--- src/rtl/serial_rx_pkg.sv ---
// Shared types and constants for the multi-lane serial receiver.
package serial_rx_pkg;

  typedef enum logic [1:0] {
    SEARCH = 2'd0,
    ALIGN  = 2'd1,
    ACTIVE = 2'd2
  } lane_state_t;

  localparam logic [7:0] DEFAULT_COMMA      = 8'hBC;
  localparam int         DEFAULT_SYNC_COUNT = 4;

  // Bits needed to index 'depth' items; never narrower than one bit.
  function automatic int ptr_width(input int depth);
    return (depth > 1) ? $clog2(depth) : 1;
  endfunction

endpackage

--- src/rtl/serial_lane_rx.sv ---
// One receive lane: MSB-first deserialiser, comma hunt/alignment FSM and
// a small word FIFO drained by the downstream consumer.
module serial_lane_rx
  import serial_rx_pkg::*;
#(
  parameter int                WORD_W     = 8,
  parameter int                DEPTH      = 4,
  parameter int                AF_THRESH  = 3,
  parameter logic [WORD_W-1:0] COMMA      = WORD_W'(DEFAULT_COMMA),
  parameter int                SYNC_COUNT = DEFAULT_SYNC_COUNT
) (
  input  logic              clk,
  input  logic              reset,
  input  logic              in,
  input  logic              read,
  output logic [WORD_W-1:0] out,
  output logic              valid_out,
  output logic              empty,
  output logic              almost_full,
  output logic              active,
  output logic              overflow
);

  localparam int BIT_W = ptr_width(WORD_W);
  localparam int BC_W  = ptr_width(SYNC_COUNT + 1);
  localparam int PTR_W = ptr_width(DEPTH);
  localparam int CNT_W = PTR_W + 1;

  localparam logic [BIT_W-1:0] LAST_BIT = BIT_W'(WORD_W - 1);
  localparam logic [BC_W-1:0]  BC_DONE  = BC_W'(SYNC_COUNT);
  localparam logic [CNT_W-1:0] FULL_CNT = CNT_W'(DEPTH);
  localparam logic [CNT_W-1:0] AF_CNT   = CNT_W'(AF_THRESH);

  lane_state_t        state;
  // Only the older WORD_W-1 bits are stored; the newest bit is 'in' itself.
  logic [WORD_W-2:0]  shreg;
  logic [WORD_W-1:0]  word_nxt;
  logic [BIT_W-1:0]   bit_cnt;
  logic [BC_W-1:0]    bc_cnt;
  logic               is_comma;
  logic               boundary;

  logic               wr_vld_p1;
  logic [WORD_W-1:0]  wr_data_p1;

  logic [WORD_W-1:0]  mem [DEPTH];
  logic [PTR_W-1:0]   wr_ptr;
  logic [PTR_W-1:0]   rd_ptr;
  logic [CNT_W-1:0]   count;
  logic [CNT_W-1:0]   count_nxt;
  logic               full;
  logic               rd_en;
  logic               wr_en;

  assign word_nxt = {shreg, in};
  assign is_comma = (word_nxt == COMMA);
  assign boundary = (bit_cnt == LAST_BIT);

  // Deserialiser plus SEARCH/ALIGN/ACTIVE alignment FSM with registered status.
  always_ff @(posedge clk or negedge reset) begin
    if (!reset) begin
      state     <= SEARCH;
      shreg     <= '0;
      bit_cnt   <= '0;
      bc_cnt    <= '0;
      active    <= 1'b0;
      wr_vld_p1 <= 1'b0;
    end else begin
      shreg     <= word_nxt[WORD_W-2:0];
      wr_vld_p1 <= 1'b0;
      case (state)
        SEARCH: begin
          if (is_comma) begin
            bit_cnt <= '0;
            bc_cnt  <= BC_W'(1);
            if (SYNC_COUNT == 1) begin
              state  <= ACTIVE;
              active <= 1'b1;
            end else begin
              state <= ALIGN;
            end
          end
        end
        ALIGN: begin
          bit_cnt <= boundary ? '0 : bit_cnt + BIT_W'(1);
          if (boundary) begin
            if (is_comma) begin
              bc_cnt <= bc_cnt + BC_W'(1);
              if (bc_cnt + BC_W'(1) == BC_DONE) begin
                state  <= ACTIVE;
                active <= 1'b1;
              end
            end else begin
              state  <= SEARCH;
              bc_cnt <= '0;
            end
          end
        end
        ACTIVE: begin
          bit_cnt <= boundary ? '0 : bit_cnt + BIT_W'(1);
          if (boundary && !is_comma) begin
            wr_vld_p1 <= 1'b1;
          end
        end
        default: begin
          state  <= SEARCH;
          active <= 1'b0;
        end
      endcase
    end
  end

  // ---- stage p1: completed word held one cycle before entering the FIFO ----
  // Word capture at each boundary; qualified downstream by wr_vld_p1.
  always_ff @(posedge clk) begin
    if (boundary) begin
      wr_data_p1 <= word_nxt;
    end
  end

  assign rd_en = read && !empty;
  assign full  = (count == FULL_CNT);
  // A full FIFO still accepts a write when a pop frees a slot on the same edge.
  assign wr_en = wr_vld_p1 && (!full || rd_en);

  // Next occupancy, shared by the counter and the registered flags.
  always_comb begin
    count_nxt = count;
    if (wr_en && !rd_en) begin
      count_nxt = count + CNT_W'(1);
    end else if (!wr_en && rd_en) begin
      count_nxt = count - CNT_W'(1);
    end
  end

  // FIFO control, status flags and popped-word output register.
  always_ff @(posedge clk or negedge reset) begin
    if (!reset) begin
      wr_ptr      <= '0;
      rd_ptr      <= '0;
      count       <= '0;
      empty       <= 1'b1;
      almost_full <= 1'b0;
      overflow    <= 1'b0;
      valid_out   <= 1'b0;
      out         <= '0;
    end else begin
      if (wr_en) begin
        wr_ptr <= wr_ptr + PTR_W'(1);
      end
      if (rd_en) begin
        rd_ptr <= rd_ptr + PTR_W'(1);
        out    <= mem[rd_ptr];
      end
      if (wr_vld_p1 && !wr_en) begin
        overflow <= 1'b1;
      end
      count       <= count_nxt;
      empty       <= (count_nxt == '0);
      almost_full <= (count_nxt >= AF_CNT);
      valid_out   <= rd_en;
    end
  end

  // Storage array; contents are meaningless once the pointers are reset.
  always_ff @(posedge clk) begin
    if (wr_en) begin
      mem[wr_ptr] <= wr_data_p1;
    end
  end

endmodule

--- src/rtl/serial_rx_fifo_n.sv ---
// Multi-lane serial receiver: LANES independent aligned lanes with
// per-lane FIFOs, outputs concatenated lane 0 in the low bits.
module serial_rx_fifo_n
  import serial_rx_pkg::*;
#(
  parameter int                LANES      = 2,
  parameter int                WORD_W     = 8,
  parameter int                DEPTH      = 4,
  parameter int                AF_THRESH  = 3,
  parameter logic [WORD_W-1:0] COMMA      = WORD_W'(DEFAULT_COMMA),
  parameter int                SYNC_COUNT = DEFAULT_SYNC_COUNT
) (
  input  logic                    clk,
  input  logic                    reset,
  input  logic [LANES-1:0]        in,
  input  logic [LANES-1:0]        read,
  output logic [LANES*WORD_W-1:0] out,
  output logic [LANES-1:0]        valid_out,
  output logic [LANES-1:0]        empty,
  output logic [LANES-1:0]        almost_full,
  output logic [LANES-1:0]        active,
  output logic [LANES-1:0]        overflow
);

  for (genvar g = 0; g < LANES; g++) begin : g_lane
    serial_lane_rx #(
      .WORD_W     (WORD_W),
      .DEPTH      (DEPTH),
      .AF_THRESH  (AF_THRESH),
      .COMMA      (COMMA),
      .SYNC_COUNT (SYNC_COUNT)
    ) u_lane (
      .clk         (clk),
      .reset       (reset),
      .in          (in[g]),
      .read        (read[g]),
      .out         (out[g*WORD_W +: WORD_W]),
      .valid_out   (valid_out[g]),
      .empty       (empty[g]),
      .almost_full (almost_full[g]),
      .active      (active[g]),
      .overflow    (overflow[g])
    );
  end

endmodule

--- config.mk ---
export PLATFORM = sky130hd
export DESIGN_NAME = serial_rx_fifo_n
export DESIGN_NICKNAME = d
export VERILOG_FILES = /design/src/rtl/serial_rx_pkg.sv /design/src/rtl/serial_lane_rx.sv /design/src/rtl/serial_rx_fifo_n.sv
export SDC_FILE = /design/constraint.sdc
export NUM_CORES = 1
export LEC_CHECK = 0
export ABC_CLOCK_PERIOD_IN_PS = 2600
export BUFFER_PORTS_ARGS = -buffer_cell sky130_fd_sc_hd__buf_4
export CAP_MARGIN = 10
export CORE_MARGIN = 4
export CORE_UTILIZATION = 45
export DETAILED_ROUTE_END_ITERATION = 8
export GPL_ROUTABILITY_DRIVEN = 0
export PLACE_DENSITY = 0.69
export SLEW_MARGIN = 40
export SYNTH_ARGS = -nofsm -noshare
export SYNTH_HDL_FRONTEND = slang
export SYNTH_HIERARCHICAL = 1
export SYNTH_SLANG_ARGS = --single-unit
export TNS_END_PERCENT = 10
--- constraint.sdc ---
create_clock -name clk -period 2.6 [get_ports clk]
set_input_delay 0.52 -clock clk [delete_from_list [all_inputs] [get_ports clk]]
set_output_delay 0.52 -clock clk [all_outputs]
set_load 0.01 [all_outputs]
* Word level (Yosys, flattened, before mapping)
Memory sizes are Yosys's and may differ from the RTL's. A register that Yosys moved wholly into a read port is not among the register bits.
Cells that the tools add are included.
** Operators by class
- Eq/ne operators :: 22
- Order comparisons :: 2
- Bitwise operators :: 4
- Reduce and logical (&&, ||, !) cells :: 46
- Muxes and demuxes :: 44
- Add/subtract/negate cells :: 12
** Operators by type and width (count)
- 3-bit 2-to-1 mux :: 14
- 3-bit one-hot mux with 2 select lines :: 4
- 3-bit by 1-bit adder with 3-bit output, second input constant :: 6
- 3-bit equality test, second input constant :: 6
- 8-bit equality test, second input constant :: 2
- 2-bit 2-to-1 mux :: 8
- 2-bit by 1-bit != test with 1-bit output, second input constant :: 8
- 4-bit AND reduction :: 4
- 1-bit 2-to-1 mux :: 14
- 1-bit logical AND :: 12
- 1-bit logical NOT :: 12
- 2-bit one-hot mux with 3 select lines :: 2
- 2-bit by 1-bit adder with 2-bit output, second input constant :: 4
- 2-bit nonzero test :: 4
- 2-bit OR reduction :: 4
- 3-bit by 2-bit greater-or-equal comparator with 1-bit output, second input constant :: 2
- 3-bit logical NOT :: 2
- 3-bit != test, second input constant :: 2
- 3-bit AND reduction :: 2
- 3-bit by 1-bit subtractor with 3-bit output, second input constant :: 2
- 2-bit by 1-bit equality test with 1-bit output, second input constant :: 2
- 2-bit equality test, second input constant :: 2
- 2-bit logical NOT :: 2
- 1-bit inverter :: 4
- 3 further kinds :: 6
** Word-level totals
- Register bits :: 72
- Bits of input ports :: 6
- Word-level logic and storage cells :: 160
- Memory bits (writable) :: 64
- Memories kept :: 2
** Memories
- g_lane[0].u_lane.mem :: depth 4, width 8, read ports 1, clocked after Yosys merged registers in 1, write ports 1, line serial_lane_rx.sv:46 : logic [WORD_W-1:0] mem [DEPTH];
- g_lane[1].u_lane.mem :: depth 4, width 8, read ports 1, clocked after Yosys merged registers in 1, write ports 1, line serial_lane_rx.sv:46

* Depth between registers and ports, before layout
Gate-level depths: netlist of the first run.
- Depth after elaboration :: 9
- Mapped depth :: 7
- Gate-level depth less buffers :: 6

* Modules after synthesis
Netlist of the first run, hierarchy kept.
** Modules (own cells, without submodules)
- serial_lane_rx at g_lane[1].u_lane :: instances 1, sequential area each 2103.3 µm², cells an instance 215, area each 3144.3 µm²
- serial_lane_rx at g_lane[0].u_lane :: instances 1, sequential area each 2103.3 µm², cells an instance 208, area each 3131.8 µm²

* Worst setup path before layout of the first run
Ideal clock, no wire load.
- Kind :: reg-to-reg
- Start point :: register g_lane[0].u_lane.count[0]
- End point :: memory g_lane[0].u_lane.mem[0][0], enable pin
- Stages on the path, launching flop included :: 6
- Arrival time :: 1.485 ns
- Path buffers :: 0
- Setup slack :: 0.784 ns
- Required time :: 2.268 ns
- Path through :: dfrtp_1 inv_1 ha_1 and2_1 a21oi_1 and2_1
** On the way
- Cells in the longest elaborated chain, start to end :: 6
** Ends and longest elaborated chain
- start: declaration :: line serial_lane_rx.sv:49 : logic [CNT_W-1:0] count;
- start signal: assignment :: line serial_lane_rx.sv:158 : count <= count_nxt;
- 3-bit equality test :: line serial_lane_rx.sv:122 : assign full = (count == FULL_CNT);
- 1-bit logical NOT :: line serial_lane_rx.sv:124 : assign wr_en = wr_vld_p1 && (!full || rd_en);
- 1-bit logical OR :: line serial_lane_rx.sv:124
- 1-bit logical AND :: line serial_lane_rx.sv:124
- 1-bit 2-to-1 mux :: line serial_lane_rx.sv:167 : if (wr_en) begin
- 1-bit 2-to-1 mux (implied by the code) :: line serial_lane_rx.sv:168 : mem[wr_ptr] <= wr_data_p1;
- end: declaration :: line serial_lane_rx.sv:46
No other way between the ends.

* Worst setup path in the final report of the first run
- Start point :: register g_lane[0].u_lane.count[0]
- End point :: memory g_lane[0].u_lane.mem[0][4], enable pin
The elaborated chain is that of the path after synthesis.

==> flow_summary.yaml, run 1 <==
global_routing:
  grt_pass1_wl_mm: 18.4
  grt_pass1_vias: 3600
  track_usage_pct: 14.6
  grt_antenna_before_repair: 0
  grt.overflow.total: 0
  grt_max_degree: 73
die:
  dieArea_sq_um: 15900
  floorplan.initialDensity_pct: 46.7
  rows: 42
  die_h_um: 126
  fp.dieW_um: 126
  fp.coreArea_sq_um: 13500
  io_pins: 32
timing:
  min_period_over_period_pct: 84.2
  hold_viol: 0
  worst_pin_slew_ns: 0.576
  maxSlewViolCount: 0
  rsz0062_at_grt: "false"
  slew-limit-headroom_pct: 61.6
  fin_crit_ns: 2.19
  fmax_ghz: 0.457
  setup_viol: 0
  fin_worst_skew_ns: 0.00744
  hold_ws_ns: 0.100
  tns_ns: 0
pwr:
  power.switching_uw: 1550
  clkPwrFrac_pct: 41.5
  seqPwrFrac_pct: 46.2
  power_frac_comb_pct: 12.2
  ir_worst_vdd_uv: 414
  power.total_uw: 6140
  sw_frac_of_total_pct: 25.3
  leakagePower_uw: 0.00303
  powerDensity_nw_per_um2: 838
  p_int_uw: 4590
drt:
  route.antenna.remaining_nets: 0
  wl_per_cell_um: 16.6
  vias: 3506
  drt_iter0_markers: 258
  viasPerCell: 5.38
  wl_mm: 10.8
  drc: 0
  drtPass1Iterations: 5
setup_path:
  r2r_slack_ns: 0.41
  end_kind: "register"
  critPathLaunchType: "register"
  critPathTopFamily: "simple AND/OR/NAND/NOR gates"
  cp.required_ns: 2.67
  cp.arrival_ns: 2.26
  crit_top_cell: "and2_1"
  cp_slowest_cell: "and2_1"
  slowest_delay_ns: 0.46
  critical_path_class: "register to register"
  critPathBufInv: 1
  path_max_fanout: 8
  crit_chain: "inv_1 -> ha_1 -> and2_1 -> a21oi_1 -> and2_1"
yosys:
  ys.flop_type: "edfxtp_1"
  async_flop_share_pct: 47.4
  ys_seq_elements: 152
  synth.distinct_cells: 63
  syn_inst: 423
  synth_edf_count: 80
  syn_area_sq_um: 6280
  ys_warn_count: 6
  syn_area_per_cell_sq_um: 14.8
  ys_seq_area_share_pct: 67.0
  syn_nets: 458
cts:
  cts_tree: "built"
  clock_latency_ns: 0.41
  clockRootBuffer: "clkbuf_16"
  numCtsBuffers: 17
  clock-sinks: 152
  cts.htree.levels: 4
  clkSlewWorstSetupHoldPaths_ns: 0.06
  holdBufCountCts: 0
  cts.path.max_buffers: 2
  postCtsSetupBuffers: 0
  cts_resized: 0
cells_and_area:
  seq_area_sq_um: 4210
  mostFrequentLayoutCells: "80 x edfxtp_1, 70 x dfrtp_1, 62 x nand2_1"
  layout-drive-gt1-share_pct: 21.0
  fill_cells: 1075
  fin_cells: 652
  multiInputGateArea_sq_um: 1890
  layout_commonest_cell: "edfxtp_1"
  num_antenna_cells: 0
  final_nets: 498
  area_growth_pct: 16.7
  fin_util_pct: 54.4
hold_path:
  hold_class: "input port to asynchronous set/reset pin"
run:
  maxCapViolations: 0
place:
  hpwl_mm: 7.35
  io_buffers: 31
  dpl.cell_count: 620
status:
  status: "complete, no violations"
power groups by stage:
stage	Combinational, uW	Sequential [uW]	Clock [uW]
global placement	724	2880	0
CTS	749	2850	2620
floorplan	520	2840	0
detailed placement	746	2890	0
finish	752	2840	2550
global route	822	2870	2730
logic make-up (layout without fill, tap and decap cells):
group,after synthesis,count (layout),synth area share [%]
DFF,152,152,67.0
and+or+nand+nor,114,114,9.61
AOI/OAI and AO/OA,58,58,7.18
buffers and inverters,42,95,2.83
adders and majority gates,29,29,5.78
muxes,20,20,6.46
xor gates and xnor gates,8,8,1.12
per-layer routing:
metal  up-vias  GRT usage, %  part of all wire [%]
met1      1745          20.4                    48
met3        22          4.66                   5.0
met4         0          5.80                   1.9
met2       102          21.5                    45
li1       1637             -                     -
met5         -             0                     0
worst reg2reg max path, stage by stage, from the launching register on:
cell     delay (ns)
dfrtp_1        0.37
inv_1          0.10
ha_1           0.25
and2_1         0.22
a21oi_1        0.44
and2_1         0.46
registers in the layout (all words and copies together) (netlist names):
register,flops
g_lane.u_lane/mem,64
g_lane.u_lane/out,16
g_lane.u_lane/wr_data_p1,16
g_lane.u_lane/shreg,14
g_lane.u_lane/bc_cnt,6
g_lane.u_lane/bit_cnt,6
g_lane.u_lane/count,6
g_lane.u_lane/rd_ptr,4
g_lane.u_lane/state,4
g_lane.u_lane/wr_ptr,4
g_lane.u_lane/active,2
g_lane.u_lane/almost_full,2
g_lane.u_lane/empty,2
g_lane.u_lane/overflow,2
g_lane.u_lane/valid_out,2
g_lane.u_lane/wr_vld_p1,2
cell usage after synthesis, types with 4 or more instances:
cell | count | share of area, %
a21oi_1 | 9 | 0.72
a31oi_1 | 4 | 0.40
a32o_1 | 5 | 0.80
and2_1 | 10 | 1.0
buf_2 | 4 | 0.32
clkbuf_1 | 8 | 0.48
dfrtp_1 | 70 | 28
edfxtp_1 | 80 | 38
ha_1 | 29 | 5.8
inv_1 | 25 | 1.5
mux4_2 | 16 | 5.7
nand2_1 | 62 | 3.7
nand3_1 | 5 | 0.40
nand4_1 | 4 | 0.40
nor3_1 | 6 | 0.48
nor4_1 | 4 | 0.40
o21ai_0 | 9 | 0.72
xnor2_1 | 6 | 0.84
stage by stage:
stage	setup slack, ns	area (sq um)
finish	0.412	7320
detailed placement	0.407	6710
global route	0.234	7320
CTS	0.399	7320
global placement	0.530	6710
floorplan	0.784	6280
area by class of cell:
type                       instances  share of cell area (%)
inverter                          26                    1.37
clock inverter                    15                    2.60
multi-input combinational        229                    25.8
clock buffer                      17                    5.81
sequential                       152                    57.4
tap                              176                    3.01
timing repair buffer              37                    3.96
worst paths after layout:
kind                                           start                          to  cells past startpoint
max in group asynchronous                      reset      g_lane[1].u_lane/empty                      2
max reg2reg                g_lane[0].u_lane/count[0]  g_lane[0].u_lane/mem[0][4]                      5
min in group clk                               in[0]   g_lane[0].u_lane/shreg[0]                      1
min                                            reset   g_lane[1].u_lane/shreg[0]                      2
max                        g_lane[0].u_lane/count[0]  g_lane[0].u_lane/mem[0][4]                      5
min reg2reg                g_lane[1].u_lane/shreg[5]   g_lane[1].u_lane/shreg[6]                      0
No activity file was read; power rests on OpenSTA's default activity.
==> inputs of run 2 (changes only) <==
ABC_AREA = 1   (was unset)
ABC_CLOCK_PERIOD_IN_PS = 2260   (was 2600)
clock period = 2.26 ns   (was 2.6 ns; I/O delays follow)
==> flow_summary.yaml, run 2 <==
status:
  status: "complete, no violations"
setup_path:
  cp.arrival_ns: 1.91
  critPathLaunchType: "register"
  slowest_delay_ns: 0.52
  path_max_fanout: 8
  critical_path_class: "register to register"
  cp_slowest_cell: "nor2_1"
  cp.required_ns: 2.31
  critPathTopFamily: "simple AND/OR/NAND/NOR gates"
  end_kind: "register"
  critPathBufInv: 1
  crit_chain: "inv_1 -> ha_1 -> nand2_2 -> o21ai_2 -> nor2_1"
yosys:
  ys.flop_type: "edfxtp_1"
  ys_seq_elements: 152
  synth_top_area_share_pct: 37.4
  synthTopCellsByCount: "126 x nor2_1, 80 x edfxtp_1, 70 x dfrtp_1, 70 x nand2_1, 52 x inv_1"
  synth_compound_area_share_pct: 6.90
  syn_area_per_cell_sq_um: 11.1
  ys_seq_area_share_pct: 65.5
  syn_nets: 611
  synth.distinct_cells: 34
  yosysTopAreaCell: "edfxtp_1"
  async_flop_share_pct: 47.4
  synth_most_common_cell: "nor2_1"
  synth-xor-area-share_pct: 1.87
  syn_inst: 576
  syn_area_sq_um: 6420
  synthSimpleGateAreaFrac_pct: 15.2
  synthAdderAreaFrac_pct: 5.65
  ys_warn_count: 6
  synth_edf_count: 80
  yosys-mux-area-fraction_pct: 0
  synth_top_family_by_area: "simple AND/OR/NAND/NOR gates"
  ys_top_cells_by_area: "edfxtp_1 37%, dfrtp_1 27%, nor2_1 7.4%"
cells_and_area:
  final_nets: 658
  fin_area_sq_um: 7490
  mostFrequentLayoutCells: "126 x nor2_1, 80 x edfxtp_1, 70 x nand2_1, 70 x dfrtp_1, 52 x inv_1"
  regMostFlops: "g_lane.u_lane/mem"
  num_antenna_cells: 0
  fin_cells: 816
  area_growth_pct: 16.7
  reg_top3: "g_lane.u_lane/mem x64, g_lane.u_lane/out x16, g_lane.u_lane/wr_data_p1 x16"
  largest_reg_flops: 64
  layout-drive-gt1-share_pct: 16.0
  layout_commonest_cell: "nor2_1"
  fill_cells: 1154
cts:
  cts.htree.levels: 4
  cts_resized: 0
  clock-sinks: 152
  cts_tree: "built"
  numCtsBuffers: 17
  clock_latency_ns: 0.42
  postCtsSetupBuffers: 0
  clkSlewWorstSetupHoldPaths_ns: 0.06
  clockRootBuffer: "clkbuf_16"
  cts.path.max_buffers: 2
  holdBufCountCts: 0
timing:
  setup_viol: 0
  worst_pin_slew_ns: 0.638
  tns_ns: 0
  fmax_ghz: 0.537
  worst_slack_ns: 0.399
  rsz0062_at_grt: "false"
  fin_crit_ns: 1.86
  fin_worst_skew_ns: 0.00680
  slew-limit-headroom_pct: 57.3
  min_period_over_period_pct: 82.3
  maxSlewViolCount: 0
  hold_viol: 0
place:
  dpl_cell_area_sq_um: 6880
  dpl.cell_count: 784
  dpl_worst_slack_ns: 0.379
  hpwl_mm: 7.53
  io_buffers: 31
die:
  dieArea_sq_um: 16200
  fp.coreArea_sq_um: 13900
  fp.dieW_um: 127
  rows: 43
  floorplan.initialDensity_pct: 46.1
  die_h_um: 127
  io_pins: 32
global_routing:
  grt_pass1_wl_mm: 18.8
  grt_max_degree: 39
  grt_pass1_vias: 4040
  grt.overflow.total: 0
  grt_antenna_before_repair: 0
  track_usage_pct: 14.6
hold_path:
  hold_class: "input port to asynchronous set/reset pin"
drt:
  vias: 3975
  route.antenna.remaining_nets: 0
  viasPerCell: 4.87
  wl_per_cell_um: 13.2
  wl_mm: 10.8
  drtPass1Iterations: 4
  drc: 0
  drt_iter0_markers: 295
pwr:
  power_frac_comb_pct: 26.2
  seqPwrFrac_pct: 41.3
  power.total_uw: 8840
  leakagePower_uw: 0.00321
  p_int_uw: 6010
  clkPwrFrac_pct: 32.5
  power.switching_uw: 2830
  sw_frac_of_total_pct: 32.0
  powerDensity_nw_per_um2: 1180
  ir_worst_vdd_uv: 538
run:
  maxCapViolations: 0
## run 2: cell types whose count changed in the layout (fill, tap and decap cells not counted), sizes merged, moves of 6 or more
cell | before | now
mux4 | 16 | 0
and2 | 10 | 0
nand2 | 62 | 81
inv | 33 | 63
xor2 | 2 | 8
nand3 | 5 | 14
nor2 | 3 | 128
a31oi | 4 | 18
o21ai | 10 | 45
## run 2: cell families (layout without fill, tap and decap cells)
| logic type | Yosys count | count (layout) |
|---|---|---|
| AND/OR/NAND/NOR | 233 | 233 |
| flip-flops | 152 | 152 |
| AO/OA/AOI/OAI | 77 | 77 |
| buffers and inverters | 73 | 133 |
| adder cells (fa/ha/maj) | 29 | 29 |
| XOR/XNOR | 12 | 12 |
## run 2: metrics by stage
step	utilization, %	hold WS [ns]
finish	53.7	0.00683
global route	53.7	0.0415
CTS	53.7	0.0183
detailed placement	49.3	0.388
global placement	49.3	0.385
floorplan	-	0.156
## run 2: cell type report
class | instances | area [sq um] | area share [%]
repair buffers | 40 | 313 | 4.18
multi-input cells | 351 | 1900 | 25.4
flip-flops and latches | 152 | 4210 | 56.2
inverters | 61 | 229 | 3.06
well taps | 180 | 225 | 3.01
clock buffers | 18 | 439 | 5.86
clock inverters | 14 | 173 | 2.31
## run 2: path summary, 6_finish.rpt
path                                              end  slack, ns  cells after the start                 startpoint
setup / recovery           g_lane[0].u_lane/mem[0][1]       0.40                      5  g_lane[0].u_lane/count[0]
hold / removal             g_lane[0].u_lane/bc_cnt[1]      0.007                      1                      reset
setup reg to reg           g_lane[0].u_lane/mem[0][1]       0.40                      5  g_lane[0].u_lane/count[0]
hold reg to reg             g_lane[1].u_lane/shreg[4]       0.40                      0  g_lane[1].u_lane/shreg[3]
max in group asynchronous     g_lane[1].u_lane/out[0]       1.69                      2                      reset
min in group clk            g_lane[1].u_lane/shreg[0]       0.17                      1                      in[1]
## run 2: layer usage
layer,up-vias,GRT usage [%],share of wire (%)
li1,2003,-,-
met1,1888,19.1,47
met2,74,22.9,48
met3,10,4.18,4.3
met4,0,5.80,1.2
met5,-,0,0
## run 2: power groups by stage
stage | Combinational (uW) | Clock (uW) | Sequential [uW]
floorplan | 1720 | 0 | 3640
detailed placement | 2330 | 0 | 3710
global placement | 2260 | 0 | 3680
finish | 2320 | 2870 | 3650
CTS | 2340 | 2930 | 3660
global route | 2670 | 3070 | 3710
